### src/rtl/pulse_meas_pkg.sv
// pulse_meas_pkg: FSM states, saturation limits and the result record shared by the pulse measurement block.
package pulse_meas_pkg;
  typedef enum logic [4:0] {
    IDLE      = 5'b00001,
    WAIT_LOW  = 5'b00010,
    WAIT_RISE = 5'b00100,
    HIGH      = 5'b01000,
    DONE      = 5'b10000
  } state_t;
  localparam int WIDTH_MAX = 2047;
  localparam int GAP_MAX = 2**28 - 1;
  typedef struct packed {
    logic [10:0] width;
    logic [27:0] gap;
    logic [10:0] idx;
    logic        sat;
  } res_t;
endpackage

### src/rtl/pulse_edge_find.sv
// pulse_edge_find: registers transition info for one 8-sample word (bit 0 earliest).
// Ports: word in; prev = last sample of the registered word; rise/fall flags,
// first rise/fall positions, fall_first (fall precedes rise), glitch (>2 transitions).
module pulse_edge_find (
  input  logic       clk,
  input  logic       rst_n,
  input  logic [7:0] word,
  output logic       prev,
  output logic       rise,
  output logic       fall,
  output logic [2:0] rise_pos,
  output logic [2:0] fall_pos,
  output logic       fall_first,
  output logic       glitch
);
  logic [7:0] t, r, f;
  logic [2:0] rp_n, fp_n;
  always_comb begin
    t = word ^ {word[6:0], prev};
    r = t & word;
    f = t & ~word;
    rp_n = '0;
    fp_n = '0;
    for (int i = 7; i >= 0; i--) begin
      if (r[i]) rp_n = 3'(i);
      if (f[i]) fp_n = 3'(i);
    end
  end
  always_ff @(posedge clk or negedge rst_n)
    if (!rst_n) begin
      prev <= 1'b0;
      rise <= 1'b0;
      fall <= 1'b0;
      rise_pos <= '0;
      fall_pos <= '0;
      fall_first <= 1'b0;
      glitch <= 1'b0;
    end else begin
      prev <= word[7];
      rise <= |r;
      fall <= |f;
      rise_pos <= rp_n;
      fall_pos <= fp_n;
      fall_first <= fp_n < rp_n;
      glitch <= $countones(t) > 2;
    end
endmodule

### src/rtl/pulse_meas.sv
// pulse_meas: measures width, gap and index of pulses in a deserialized 8-sample/cycle stream.
// Ports: sample_i word stream; start_i arms a run of pulse_num_i pulses with timeout_us_i idle limit;
// res_* valid/ready result port; busy_o, done_o status; timeout_o/overflow_o/glitch_o sticky flags.
module pulse_meas
  import pulse_meas_pkg::*;
#(
  parameter int CYC_PER_US = 125,
  parameter int TS_W = 32
) (
  input  logic        clk,
  input  logic        rst_n,
  input  logic [7:0]  sample_i,
  input  logic        start_i,
  input  logic [10:0] pulse_num_i,
  input  logic [15:0] timeout_us_i,
  output logic        res_valid_o,
  input  logic        res_ready_i,
  output logic [10:0] res_width_o,
  output logic [27:0] res_gap_o,
  output logic [10:0] res_idx_o,
  output logic        res_sat_o,
  output logic        busy_o,
  output logic        done_o,
  output logic        timeout_o,
  output logic        overflow_o,
  output logic        glitch_o
);
  localparam int CW = $clog2(CYC_PER_US);
  state_t state;
  logic prev, er, ef, ff, gl;
  logic [2:0] rp, fp;
  logic s1, s2, s3;
  logic [10:0] num_q, idx;
  logic [15:0] to_q, us;
  logic [CW-1:0] cyc;
  logic [TS_W-4:0] wc;
  logic [TS_W-1:0] rise_ts, fall_ts, rts, fts, wdiff, gdiff;
  logic [27:0] gap_q, gap_n;
  logic gsat_q, gsat_n, wsat, zero_gap, active, tick, expire, complete, emit, last, start_new;
  res_t res_q, res_n;
  pulse_edge_find u_edge (
    .clk(clk), .rst_n(rst_n), .word(sample_i), .prev(prev), .rise(er), .fall(ef),
    .rise_pos(rp), .fall_pos(fp), .fall_first(ff), .glitch(gl)
  );
  assign res_width_o = res_q.width;
  assign res_gap_o = res_q.gap;
  assign res_idx_o = res_q.idx;
  assign res_sat_o = res_q.sat;
  // A fall-then-rise word measures the new gap from this word's fall; the first pulse of a run has no gap.
  always_comb begin
    rts = {wc, rp};
    fts = {wc, fp};
    wdiff = fts - (state == HIGH ? rise_ts : rts);
    gdiff = rts - (ef && ff ? fts : fall_ts);
    wsat = wdiff > TS_W'(WIDTH_MAX);
    zero_gap = idx == '0 && state != HIGH;
    gsat_n = !zero_gap && gdiff > TS_W'(GAP_MAX);
    gap_n = zero_gap ? '0 : gsat_n ? 28'(GAP_MAX) : gdiff[27:0];
    active = state inside {WAIT_LOW, WAIT_RISE, HIGH};
    tick = cyc == CW'(CYC_PER_US - 1);
    expire = active && !ef && to_q != '0 && tick && us + 16'd1 == to_q;
    complete = (state == HIGH && ef) || (state == WAIT_RISE && er && ef);
    emit = complete && !gl;
    last = num_q != '0 && idx + 11'd1 == num_q;
    start_new = !gl && er && ((state == WAIT_RISE && !ef) || (state == WAIT_LOW && ef) ||
                              (state == HIGH && ef && ff && !last));
    res_n = '{width: wsat ? 11'(WIDTH_MAX) : wdiff[10:0],
              gap: state == HIGH ? gap_q : gap_n,
              idx: idx,
              sat: wsat || (state == HIGH ? gsat_q : gsat_n)};
  end
  always_ff @(posedge clk or negedge rst_n)
    if (!rst_n) begin
      state <= IDLE;
      {s1, s2, s3} <= '0;
      num_q <= '0;
      to_q <= '0;
      idx <= '0;
      us <= '0;
      cyc <= '0;
      wc <= '0;
      rise_ts <= '0;
      fall_ts <= '0;
      gap_q <= '0;
      gsat_q <= 1'b0;
      res_q <= '0;
      res_valid_o <= 1'b0;
      busy_o <= 1'b0;
      done_o <= 1'b0;
      timeout_o <= 1'b0;
      overflow_o <= 1'b0;
      glitch_o <= 1'b0;
    end else begin
      s1 <= start_i;
      s2 <= s1;
      s3 <= s2;
      wc <= wc + (TS_W-3)'(1);
      done_o <= 1'b0;
      if (res_valid_o && res_ready_i) res_valid_o <= 1'b0;
      if (emit) begin
        idx <= idx + 11'd1;
        if (!res_valid_o || res_ready_i) begin
          res_q <= res_n;
          res_valid_o <= 1'b1;
        end else overflow_o <= 1'b1;
      end
      case (state)
        IDLE: if (s2 && !s3) begin
          state <= prev ? WAIT_LOW : WAIT_RISE;
          busy_o <= 1'b1;
          num_q <= pulse_num_i;
          to_q <= timeout_us_i;
          idx <= '0;
          us <= '0;
          cyc <= '0;
          rise_ts <= '0;
          fall_ts <= '0;
          gap_q <= '0;
          gsat_q <= 1'b0;
          timeout_o <= 1'b0;
          overflow_o <= 1'b0;
          glitch_o <= 1'b0;
        end
        DONE: begin
          done_o <= 1'b1;
          busy_o <= 1'b0;
          state <= IDLE;
        end
        default: begin
          cyc <= ef || tick ? '0 : cyc + CW'(1);
          us <= ef ? '0 : tick ? us + 16'd1 : us;
          if (ef) fall_ts <= fts;
          if (expire) begin
            timeout_o <= 1'b1;
            state <= DONE;
          end else if (gl) begin
            glitch_o <= 1'b1;
            state <= prev ? WAIT_LOW : WAIT_RISE;
          end else if (start_new) begin
            rise_ts <= rts;
            gap_q <= gap_n;
            gsat_q <= gsat_n;
            state <= HIGH;
          end else if (emit && last) state <= DONE;
          else if (emit || (state == WAIT_LOW && ef)) state <= WAIT_RISE;
        end
      endcase
    end
endmodule

### config.mk
export PLATFORM = sky130hd
export DESIGN_NAME = pulse_meas
export DESIGN_NICKNAME = d
export VERILOG_FILES = /design/src/rtl/pulse_meas_pkg.sv /design/src/rtl/pulse_edge_find.sv /design/src/rtl/pulse_meas.sv
export SDC_FILE = /design/constraint.sdc
export NUM_CORES = 1
export LEC_CHECK = 0
export CAP_MARGIN = 20
export CORE_MARGIN = 2
export CORE_UTILIZATION = 46
export CTS_CLUSTER_SIZE = 14
export DETAILED_ROUTE_END_ITERATION = 12
export GPL_ROUTABILITY_DRIVEN = 0
export PLACE_DENSITY_LB_ADDON = 0.25
export SLEW_MARGIN = 20
export SYNTH_ARGS = -nofsm -noshare
export SYNTH_HDL_FRONTEND = slang
export SYNTH_HIERARCHICAL = 1
export SYNTH_SLANG_ARGS = --single-unit
### constraint.sdc
create_clock -name clk -period 5.4 [get_ports clk]
set_input_delay 1.35 -clock clk [delete_from_list [all_inputs] [get_ports clk]]
set_output_delay 1.35 -clock clk [all_outputs]
set_load 0.03 [all_outputs]
=== Yosys cells after proc, flatten, opt, wreduce, memory -nomap -nowiden ===
Index checks and enable logic that the tools add are counted.

* Bits in registers: 259
* Input port bits: 39
* Output and inout port bits: 57
* Word-level logic and storage cells: 195

* Add/sub/neg operators: 13
* $lt $le $gt $ge: 4
* Equal/unequal tests: 12
* Mux-type cells: 73
* Bitwise logic cells: 5
* Reductions and logical operators: 57

{| class="wikitable"
|+ Operator list
! cell !! number
|-
| 32-bit two-way mux || 7
|-
| 28-bit two-way mux || 7
|-
| 32-bit one-hot mux with 2 select lines || 2
|-
| 32-bit adder || 3
|-
| 32-bit subtractor || 2
|-
| 28-bit one-hot mux with 2 select lines || 1
|-
| 3-bit two-way mux || 17
|-
| 16-bit two-way mux || 3
|-
| 11-bit two-way mux || 4
|-
| 32-bit by 11-bit > comparator with 1-bit output, second input constant || 1
|-
| 32-bit by 28-bit > comparator with 1-bit output, second input constant || 1
|-
| 32-bit by 3-bit > comparator with 1-bit output, second input constant || 1
|-
| 16-bit one-hot mux with 2 select lines || 1
|-
| 5-bit two-way mux || 6
|-
| 29-bit by 1-bit adder with 29-bit output, second input constant || 1
|-
| 1-bit logical AND || 21
|-
| 1-bit two-way mux || 17
|-
| 16-bit by 1-bit adder with 16-bit output, second input constant || 1
|-
| 8-bit AND || 2
|-
| 16-bit equality test || 1
|-
| 16-bit nonzero test || 1
|-
| 8-bit OR reduction || 2
|-
| 7-bit two-way mux || 2
|-
| 7-bit one-hot mux with 2 select lines || 1
|-
| 30 further kinds || 59
|}

=== Depth between registers and ports, before layout ===
* Depth in word-level cells: 12
* Mapped depth: 20
* Mapped depth without buffers: 15

=== By module ===
The synthesis kept the hierarchy.

{| class="wikitable"
|+ Modules (own cells, without submodules)
! module !! instances !! cells each !! area an instance (sq um) !! seq. area each (sq um)
|-
| pulse_meas || 1 || 1842 || 15788.9 || 6207.2
|-
| pulse_edge_find || 1 || 92 || 912.1 || 275.3
|}

=== Worst setup path after synthesis ===
No wires, ideal clock.

* Path kind: register to register
* Start point: register state[1]
* End point: register res_q, in the netlist res_width_o[10]
* Setup time: 125 ps
* Data arrival time: 4867 ps
* Required time: 5275 ps
* Slack: 408 ps
* Stages on the path, launching flop included: 19
* Path buffers: 6
* Clock period less this slack: 4992 ps
* Cell sequence: dfrtp_1 > buf_6 > or3_1 > clkbuf_2 > nor2_1 > clkbuf_1 > clkbuf_1 > mux2i_1 > ha_1 > clkbuf_1 > a21o_1 > a2111oi_1 > a211oi_1 > or3_1 > a22oi_1 > nand4_1 > nor4_2 > buf_4 > a21oi_1

* Cells in the longest elaborated chain, start to end: 6
* Elaborated cells between the ends (all ways): 12
* Classes of those cells: add/sub (1); order compare (1); eq/ne (2); mux (2); reduce/logical (6)

{| class="wikitable"
|+ Ends and longest elaborated chain
! what !! RTL line !! source
|-
| from (decl) || pulse_meas.sv:29 || <nowiki>state_t state;</nowiki>
|-
| from (signal assigned) || pulse_meas.sv:109 || <nowiki>state <= prev ? WAIT_LOW : WAIT_RISE;</nowiki>
|-
| from (signal assigned) || pulse_meas.sv:138 || <nowiki>state <= prev ? WAIT_LOW : WAIT_RISE;</nowiki>
|-
| parallel branches: the longest is 6 deep, another holds 32-bit subtractor || -- ||
|-
| to (signal assigned) || pulse_meas.sv:103 || <nowiki>res_q <= res_n;</nowiki>
|-
| to (decl) || pulse_meas.sv:40 || <nowiki>res_t res_q, res_n;</nowiki>
|}

Several ways; the timed one is not identified.
A chain may end at the register's enable or synchronous reset.

=== Worst setup path in the final report ===
* Start point: register state[1]
* End point: register res_q, in the netlist res_sat_o

* Cells in the longest elaborated chain, start to end: 6
* Elaborated cells between the ends (all ways): 17
* Classes of those cells: add/sub (1); order compare (1); eq/ne (3); mux (2); reduce/logical (10)

{| class="wikitable"
|+ Ends and longest elaborated chain
! what
|-
| parallel branches: the longest is 6 deep, another holds 32-bit subtractor
|}

Several ways; the timed one is not identified.

==> flow_metrics.tcl <==
set metrics [dict create \
    synth_top_flop_cell "dfrtp_1" \
    fillers 3312 \
    htreeDepth 1 \
    grt_pass1_vias 13903 \
    rsz0062_at_grt "no" \
    cp_max_fo 18 \
    hold_viol_final 0 \
    fin_util_pct 53.29 \
    path_buf_inv 2 \
    syn_inst 1934 \
    syn_nets 2066 \
    timing.critical_path.required_ns 5.83 \
    ff2ff_path_depth 14 \
    overflow 0 \
    synth_edf_count 0 \
    multi_input_area_um2 9547 \
    crit_family "simple AND/OR/NAND/NOR gates" \
    grt_pass1_wl_mm 70.81 \
    drive_gt1_share_pct 6.147 \
    powerDensity_nw_per_um2 363.3 \
    slew-limit-headroom_pct 33.41 \
    crit_top_cell "buf_4" \
    cts_made_buffers 30 \
    dp_slack_ns 0.4701 \
    synth.cell_area_um2 16700 \
    ys_warn_count 6 \
    clockRootBuffer "clkbuf_16" \
    clk_latency_ns 0.57 \
    slowest_stage "a211oi_1" \
    skew_ns 0.03038 \
    via_per_inst 5.804 \
    start_util_pct 46.84 \
    tns_ns 0 \
    drt_first_pass_iters 5 \
    worst_slack_ns 0.3464 \
    grt.total_usage_pct 22.28 \
    fin_nets 2109 \
    die_area_um2 37850 \
    hold_class "reg2reg" \
    wl_per_cell_um 17.23 \
    cap_violations 0 \
    layout_commonest_cell "nand2_1" \
    drc_errors 0 \
    hold_depth 0 \
    cts_hold_buffers 0 \
    hold-path-endpoint "s2$_DFF_PN0_" \
    die_h_um 194.5 \
    worstReg2RegStart "state[1]$_DFFE_PN0P_" \
    cp.arrival_ns 5.49 \
    timing_worst_setup_path_type "reg2reg" \
    clk_path_buf_depth 3 \
    worstMarginPinSlew_ns 0.9912 \
    hold_path_startpoint "s1$_DFF_PN0_" \
    setup_violations 0 \
    async_reset_ff_share_pct 100.0 \
    post_cts_buffers 0 \
    drtIter0Drc 855 \
    ys_ff_latch 259 \
    portBuffers 95 \
    yosysSeqAreaShare_pct 38.81 \
    synth.distinct_cells 88 \
    outcome "finished, final reports clean" \
    crit_path_max_incr_delay_ns 0.55 \
    vias 14290 \
    critPathLaunch "state[1]$_DFFE_PN0P_" \
    ioPinCount 96 \
    final_cell_mix "nand2_1 (336), dfrtp_1 (258), o21ai_0 (146)" \
    min_period_over_period_pct 93.59 \
    cts_tree "yes" \
    power.leakage_nw 8.736 \
    postCtsResizedCells 0 \
    finalWirelength_mm 42.41 \
    antenna_found_initial 0 \
    rrSetupSlack_ns 0.35 \
    syn_area_per_cell_um2 8.635 \
    placementRows 69 \
    finalMaxSlewViolations 0 \
    grt_max_degree 124 \
    ir_drop_mv 0.2673 \
    start_kind "register" \
    seq_area_um2 6482 \
    max_freq_ghz 0.1979 \
    die_width_um 194.5 \
    ant_nets 0 \
    finalPower_mw 6.903 \
    cts_sinks 259 \
    place_hpwl_mm 30.28 \
    finalCriticalPeriod_ns 5.054 \
    area_growth_pct 13.77 \
    reg2reg_to "res_sat_o$_DFFE_PN0P_" \
    core_um2 35660 \
    antenna_cells 0 \
    crit_path_cell_trace "or3_1, nor2_4, buf_4, mux2i_1, ha_1, a211oi_1, o221ai_2, nor4b_1, o22ai_1, nor4_1, nand4_1, nor4_2, buf_4, o21ai_0" \
    cts.clk_slew.worst_paths_ns 0.06 \
    worst_setup_path_end_kind "register" \
]
==> cell families (layout without fill, tap and decap cells) <==
logic type / after synthesis / after routing / share of synthesized area [%]
buffers and inverters: 170 / 237 / 4.158
and+or+nand+nor: 762 / 762 / 21.31
adders and majority gates: 93 / 93 / 7.237
xor gates and xnor gates: 106 / 106 / 5.559
AOI/OAI and AO/OA: 472 / 472 / 18.55
DFF: 259 / 259 / 38.81
muxes: 72 / 72 / 4.375
==> synth_stat cells, types with 11 or more instances <==
cell | count | area, µm²
nor3_1 | 26 | 130.1
nor2_1 | 143 | 536.8
nand3_1 | 66 | 330.3
a211oi_1 | 17 | 127.6
o31ai_1 | 13 | 97.59
inv_1 | 62 | 232.7
dfrtp_1 | 258 | 6456
and3_1 | 48 | 300.3
or3_1 | 14 | 87.58
nor4_1 | 18 | 112.6
nand2b_1 | 18 | 112.6
nand4_1 | 28 | 175.2
xnor2_1 | 61 | 534.3
o2bb2ai_1 | 28 | 245.2
clkbuf_1 | 82 | 307.8
a21oi_1 | 123 | 615.6
o21ai_0 | 146 | 730.7
o211ai_1 | 11 | 82.58
o21a_1 | 13 | 97.59
mux2i_1 | 64 | 640.6
a21o_1 | 21 | 157.7
ha_1 | 87 | 1089
xor2_1 | 45 | 394.1
nand2_1 | 338 | 1269
==> power by group <==
group          leakage (nW)  switching [mW]  internal (mW)
Combinational          5.02            1.39          0.976
Sequential             3.21           0.225           2.26
Clock                 0.508           0.823           1.23
==> layout make-up <==
class / count / area share, %
well taps: 461 / 3.036
flip-flops and latches: 259 / 34.12
clock buffers: 43 / 4.629
multi-input cells: 1505 / 50.24
clock inverters: 13 / 0.7046
repair buffers: 119 / 6.045
inverters: 62 / 1.225
==> stage by stage <==
| step | instances | instance area, µm² | hold WS, ns |
|---|---|---|---|
| floorplan | 1934 | 16700 | 0.3312 |
| global placement | 2406 | 17990 | 0.3387 |
| detailed placement | 2406 | 17990 | 0.3492 |
| CTS | 2462 | 19000 | 0.3625 |
| global route | 2462 | 19000 | 0.3690 |
| finish | 2462 | 19000 | 0.3596 |
==> worst max path at each step <==
| stage | cells past startpoint | end |
|---|---|---|
| final | 14 | res_sat_o$_DFFE_PN0P_ |
| after global routing | 14 | res_sat_o$_DFFE_PN0P_ |
| after CTS | 14 | res_sat_o$_DFFE_PN0P_ |
| after detailed placement | 13 | u_edge/glitch$_DFF_PN0_ |
| after global placement | 13 | u_edge/glitch$_DFF_PN0_ |
| after floorplan | 18 | res_width_o[10]$_DFFE_PN0P_ |
==> worst register-to-register path: stages, from the launching register on <==
cell and delay [ns]:
dfrtp_1 0.48, or3_1 0.53, nor2_4 0.53, buf_4 0.31
mux2i_1 0.21, ha_1 0.36, a211oi_1 0.55, o221ai_2 0.21
nor4b_1 0.35, o22ai_1 0.15, nor4_1 0.33, nand4_1 0.18
nor4_2 0.36, buf_4 0.28, o21ai_0 0.11
==> routing by layer <==
metal	part of all wire (%)	up-vias	GRT usage (%)
met1	45	6952	29.47
met5	0	-	0
met3	4.0	77	2.707
li1	-	6954	-
met4	2.9	0	7.664
met2	48	307	37.83
==> state kept, by name (all words and copies together) (netlist names), 3 cells and up <==
| name | count |
|---|---|
| fall_ts | 32 |
| cyc | 7 |
| res_width_o | 11 |
| u_edge/fall_pos | 3 |
| idx | 11 |
| gap_q | 28 |
| res_gap_o | 28 |
| rise_ts | 32 |
| num_q | 11 |
| res_idx_o | 11 |
| u_edge/rise_pos | 3 |
| state | 5 |
| us | 16 |
| wc | 29 |
| to_q | 16 |
(Power assumes the default switching activity.)
